File: config.mk
export PLATFORM = sky130hd
export DESIGN_NAME = cpu_bus_sync
export DESIGN_NICKNAME = d
export VERILOG_FILES = /design/src/rtl/cpu_bus_sync.sv
export SDC_FILE = /design/constraint.sdc
export NUM_CORES = 1
export LEC_CHECK = 0
export ABC_AREA = 1
export CAP_MARGIN = 20
export CORE_UTILIZATION = 35
export CTS_CLUSTER_DIAMETER = 150
export DETAILED_ROUTE_END_ITERATION = 16
export GPL_TIMING_DRIVEN = 0
export SLEW_MARGIN = 20
export SYNTH_ARGS = -nofsm -noshare
export SYNTH_HDL_FRONTEND = slang
export SYNTH_SLANG_ARGS = --single-unit
File: constraint.sdc
create_clock -name clk -period 3.5 [get_ports clk]
set_clock_uncertainty 0.2 [all_clocks]
set_input_delay 1.05 -clock clk [delete_from_list [all_inputs] [get_ports clk]]
set_output_delay 1.05 -clock clk [all_outputs]
set_load 0.005 [all_outputs]
File: src/rtl/cpu_bus_sync.sv
// cpu_bus_sync: brings the asynchronous CPU bus (M2, R/W, address, data) into
// the clk domain, emits one m2_tick per M2 falling edge and queues CPU writes
// at or above CAPTURE_LO into a small FIFO for the mapper register file.
// Optional macro M2_FILTER_EN adds a 3-clk persistence filter on synchronized M2.
module cpu_bus_sync #(
  parameter int          FIFO_DEPTH = 4,
  parameter logic [15:0] CAPTURE_LO = 16'h4020
) (
  input  logic        clk,
  input  logic        rst_n,
  input  logic        m2_async,
  input  logic        rw_async,
  input  logic [15:0] addr_async,
  input  logic [7:0]  data_async,
  output logic        m2_tick,
  output logic        wr_valid,
  input  logic        wr_ready,
  output logic [15:0] wr_addr,
  output logic [7:0]  wr_data,
  output logic [4:0]  fifo_level,
  output logic        ovf,
  input  logic        ovf_clr
);

  localparam int         LP_AW    = (FIFO_DEPTH > 1) ? $clog2(FIFO_DEPTH) : 1;
  localparam logic [4:0] LP_DEPTH = 5'(FIFO_DEPTH);

  typedef enum logic [1:0] {
    IDLE_LO = 2'd0,
    HI      = 2'd1,
    FALL    = 2'd2
  } state_t;

  logic             r_m2_s1;
  logic             r_m2_s2;
  logic             r_rw_c;
  logic [15:0]      r_addr_c;
  logic [7:0]       r_data_c;
  logic             w_m2_lvl;
  state_t           r_state;
  state_t           w_state_nxt;
  logic [23:0]      r_mem [FIFO_DEPTH];
  logic [LP_AW-1:0] r_wptr;
  logic [LP_AW-1:0] r_rptr;
  logic [4:0]       r_level;
  logic             r_ovf;
  logic             w_is_write;
  logic             w_push;
  logic             w_pop;
  logic             w_full;
  logic             w_accept;

  // Two-flop synchronizer for the raw M2 pin.
  always_ff @(posedge clk or negedge rst_n) begin
    if (!rst_n) begin
      r_m2_s1 <= 1'b0;
      r_m2_s2 <= 1'b0;
    end else begin
      r_m2_s1 <= m2_async;
      r_m2_s2 <= r_m2_s1;
    end
  end

  // Track the bus while M2 is high; freeze it once M2 drops so FALL sees stable values.
  always_ff @(posedge clk or negedge rst_n) begin
    if (!rst_n) begin
      r_rw_c   <= 1'b1;
      r_addr_c <= 16'h0000;
      r_data_c <= 8'h00;
    end else if (r_m2_s1) begin
      r_rw_c   <= rw_async;
      r_addr_c <= addr_async;
      r_data_c <= data_async;
    end
  end

`ifdef M2_FILTER_EN
  logic       r_m2_acc;
  logic [1:0] r_flt_cnt;

  // Accept a new M2 level only after it has persisted for three consecutive clks.
  always_ff @(posedge clk or negedge rst_n) begin
    if (!rst_n) begin
      r_m2_acc  <= 1'b0;
      r_flt_cnt <= 2'd0;
    end else if (r_m2_s2 != r_m2_acc) begin
      if (r_flt_cnt == 2'd2) begin
        r_m2_acc  <= r_m2_s2;
        r_flt_cnt <= 2'd0;
      end else begin
        r_flt_cnt <= r_flt_cnt + 2'd1;
      end
    end else begin
      r_flt_cnt <= 2'd0;
    end
  end

  assign w_m2_lvl = ((r_m2_s2 != r_m2_acc) && (r_flt_cnt == 2'd2)) ? r_m2_s2 : r_m2_acc;
`else
  assign w_m2_lvl = r_m2_s2;
`endif

  // Edge-detect FSM state register.
  always_ff @(posedge clk or negedge rst_n) begin
    if (!rst_n) begin
      r_state <= IDLE_LO;
    end else begin
      r_state <= w_state_nxt;
    end
  end

  // A fall is only recognised after M2 has been seen high, so reset never fakes a tick.
  always_comb begin
    w_state_nxt = r_state;
    m2_tick     = 1'b0;
    case (r_state)
      IDLE_LO: if (w_m2_lvl) w_state_nxt = HI;
      HI:      if (!w_m2_lvl) w_state_nxt = FALL;
      FALL: begin
        m2_tick     = 1'b1;
        w_state_nxt = IDLE_LO;
      end
      default: w_state_nxt = IDLE_LO;
    endcase
  end

  assign w_is_write = !r_rw_c && (r_addr_c >= CAPTURE_LO);
  assign w_push     = (r_state == FALL) && w_is_write;
  assign w_full     = (r_level == LP_DEPTH);
  assign w_pop      = (r_level != 5'd0) && wr_ready;
  assign w_accept   = w_push && (!w_full || w_pop);

  // Queue storage; a full-FIFO push with a pop reuses the slot being vacated.
  always_ff @(posedge clk) begin
    if (w_accept) begin
      r_mem[r_wptr] <= {r_addr_c, r_data_c};
    end
  end

  // Pointers wrap naturally because the depth is a power of two.
  always_ff @(posedge clk or negedge rst_n) begin
    if (!rst_n) begin
      r_wptr  <= '0;
      r_rptr  <= '0;
      r_level <= 5'd0;
    end else begin
      if (w_accept) r_wptr <= r_wptr + LP_AW'(1);
      if (w_pop)    r_rptr <= r_rptr + LP_AW'(1);
      case ({w_accept, w_pop})
        2'b10:   r_level <= r_level + 5'd1;
        2'b01:   r_level <= r_level - 5'd1;
        default: r_level <= r_level;
      endcase
    end
  end

  // Sticky drop flag; a drop in the same clk as a clear keeps the flag set.
  always_ff @(posedge clk or negedge rst_n) begin
    if (!rst_n) begin
      r_ovf <= 1'b0;
    end else if (w_push && w_full && !w_pop) begin
      r_ovf <= 1'b1;
    end else if (ovf_clr) begin
      r_ovf <= 1'b0;
    end
  end

  assign wr_valid   = (r_level != 5'd0);
  assign wr_addr    = r_mem[r_rptr][23:8];
  assign wr_data    = r_mem[r_rptr][7:0];
  assign fifo_level = r_level;
  assign ovf        = r_ovf;

endmodule

==> impl_metrics.toml <==
[status]
outcome = "finished with violations"
violations = "design-rule violations"

[floorplan]
initial_utilization = 0.361
core_region_area_mm2 = 0.0146
num_io_pins = 62
die_h_um = 125
rows = 44
dieArea_mm2 = 0.0156
dieWidth_um = 125

[cts]
cts_tree = "yes"
insertion_delay_ns = 0.41
clk_pin_slew_ns = 0.05
clockBufferDepth = 2
root_buffer = "clkbuf_16"
cts_max_level = 4
cts_hold_buf = 0
cts_sinks = 135
cts_made_buffers = 17

[global_routing]
grt_usage = 0.162
grt_pass1_wl_um = 18600
grt_pass1_vias = 3541
antenna_found_initial = 0
grt-ovfl-total = 0
grt_max_degree = 21

[placement]
dpl.hpwl_um = 7770
place_congestion = 0.741
io_buffer_count = 61
place_inst = 654

[detailed_routing]
dr.pass1.iters = 10
drc = 6
drt-total-wl_um = 11600
viasPerCell = 4.93
num_vias = 3380
routedWlPerCell_um = 16.9
drtAntennaViolNets = 0
drtIter0Drc = 179

[setup_path]
critPathArrivalTime_ns = 2.11
worstPathCellList = "inv_1 > clkbuf_2 > nor2_1 > o22ai_1 > clkdlybuf4s50_1"
critical_path.slowest_cell = "clkdlybuf4s50_1"
r2r_setup_slack_ns = 0.87
setup.worst_path.end = "wr_data[3]"
cp-end-kind = "output port"
r2r_cells = 8
r2r_start = "r_addr_c[15]"
rr_endpoint = "r_mem[1][12]"
worstSetupStartpoint = "r_rptr[0]"
required_ns = 2.25
crit_type = "register to output port"
cp_max_fo = 10
crit_path_start_kind = "register"
max_stage_delay_ns = 0.55

[flow_run]
drv_cap = 0

[yosys]
synth-seq-area-share = 0.731
yosysWarnings = 0
synth_area_per_cell_um2 = 13.1
ys_types = 25
syn_inst = 404
mappedNetlistArea_mm2 = 0.00528
syn-num-nets = 442
synth_seq_cells = 135

[timing]
hold_viol = 0
fin_crit_ns = 3.36
rsz0062_at_grt = "yes"
worstMarginPinSlew_ns = 0.579
setup_viol_count_final = 0
finalSetupTns_ns = 0
drv_slew = 0
period_share = 0.960
fmax_mhz = 298
maxSlewHeadroom = 0.614

[power_and_ir_drop]
p_leak_nw = 2.57
fin_total_pwr_mw = 5.11
peakVddDrop_v = 0.000429
power_density_mw_per_mm2 = 739

[final_layout]
fin_cells = 686
layout_common_cells = "edfxtp_1, nor2_1, clkdlybuf4s50_1, o21ai_0, dfrtp_1"
layout-drive-gt1-share = 0.163
area_delta_synth_final_pct = 30.8
post-route-util = 0.472
fillers = 1311
final_common_cell = "edfxtp_1"
num_antenna_cells = 0
nets = 527

[worst_hold_path]
hold_class = "register to register"
hold_depth = 0
power breakdown:
part           total [mW]  leakage, nW  switching [mW]  internal [mW]
clock network        1.75        0.288           0.643           1.11
registers            1.94         1.33           0.105           1.84
logic                1.41        0.958           0.729          0.685
how the worst min path moves through the flow:
stage / from / endpoint
2_1_floorplan: r_m2_s1 / r_m2_s2
3_3_place_gp: r_m2_s1 / r_m2_s2
3_5_place_dp: r_m2_s1 / r_m2_s2
4_1_cts: r_m2_s1 / r_m2_s2
5_1_grt: r_m2_s1 / r_m2_s2
6_report: r_m2_s1 / r_m2_s2
worst max-delay path: cells and delay by family (launching register included):
kind	cells	cell delay, ns
buffers and inverters	3	0.97
flip-flops	1	0.41
AO/OA/AOI/OAI	1	0.23
AND/OR/NAND/NOR	1	0.10
cells in the mapped netlist (all sizes together):
master / count / share of area
a21oi: 5 / 0.0047
nor3: 1 / 0.0019
nand4: 1 / 0.0024
buf: 6 / 0.0054
xor2: 3 / 0.0050
edfxtp: 96 / 0.55
clkbuf: 12 / 0.0085
mux2: 15 / 0.032
o22ai: 25 / 0.030
nor2: 64 / 0.045
dfstp: 1 / 0.0050
or2: 1 / 0.0012
nand2: 29 / 0.022
ha: 7 / 0.017
clkinv: 1 / 0.00071
inv: 25 / 0.018
dfrtp: 38 / 0.18
fa: 1 / 0.0038
nand3: 12 / 0.014
o21ai: 60 / 0.057
xnor2: 1 / 0.0017
cells by family after synthesis:
family / Yosys count / share of synthesized area
adder cells (fa/ha/maj): 8 / 0.0204
flip-flops: 135 / 0.731
AND/OR/NAND/NOR: 108 / 0.0867
buffers and inverters: 44 / 0.0324
AO/OA/AOI/OAI: 90 / 0.0912
multiplexers: 15 / 0.0320
XOR/XNOR: 4 / 0.00663
cell type report:
| cell class | instances | area [um^2] | area share |
|---|---|---|---|
| Multi-Input combinational cell | 225 | 1290 | 0.186 |
| Inverter | 26 | 97.6 | 0.0141 |
| Timing Repair Buffer | 66 | 733 | 0.106 |
| Buffer | 18 | 108 | 0.0156 |
| Clock buffer | 21 | 472 | 0.0683 |
| Tap cell | 184 | 230 | 0.0333 |
| Clock inverter | 11 | 121 | 0.0176 |
| Sequential cell | 135 | 3860 | 0.559 |
through the flow:
| stage | hold WS [ns] | worst slack [ns] | area, um^2 |
|---|---|---|---|
| 4_1_cts | 0.172 | 0.00522 | 6890 |
| 3_5_place_dp | 0.158 | -0.117 | 6270 |
| 6_report | 0.169 | 0.140 | 6910 |
| 2_1_floorplan | 0.149 | 0.427 | 5280 |
| 5_1_grt | 0.188 | -0.00245 | 6910 |
| 3_3_place_gp | 0.155 | -1.20 | 6120 |
registers in the layout (all words and copies together) (netlist names), 2 cells and up:
register / cells
r_mem: 96
r_rptr: 2
r_state: 2
r_addr_c: 16
r_data_c: 8
r_wptr: 2
fifo_level: 5
what timing repair did:
action	CTS	global route
gates resized for setup	13	11
pin swaps	0	0
setup buffers	0	0
setup endpoints to repair	24	18
metal layers:
metal,vias up,share of wire,track usage
met5,-,0,0
met4,0,0.013,0.0610
met3,16,0.048,0.0447
met2,90,0.51,0.278
met1,1657,0.43,0.193
li1,1617,-,-
(Power assumes the default switching activity.)
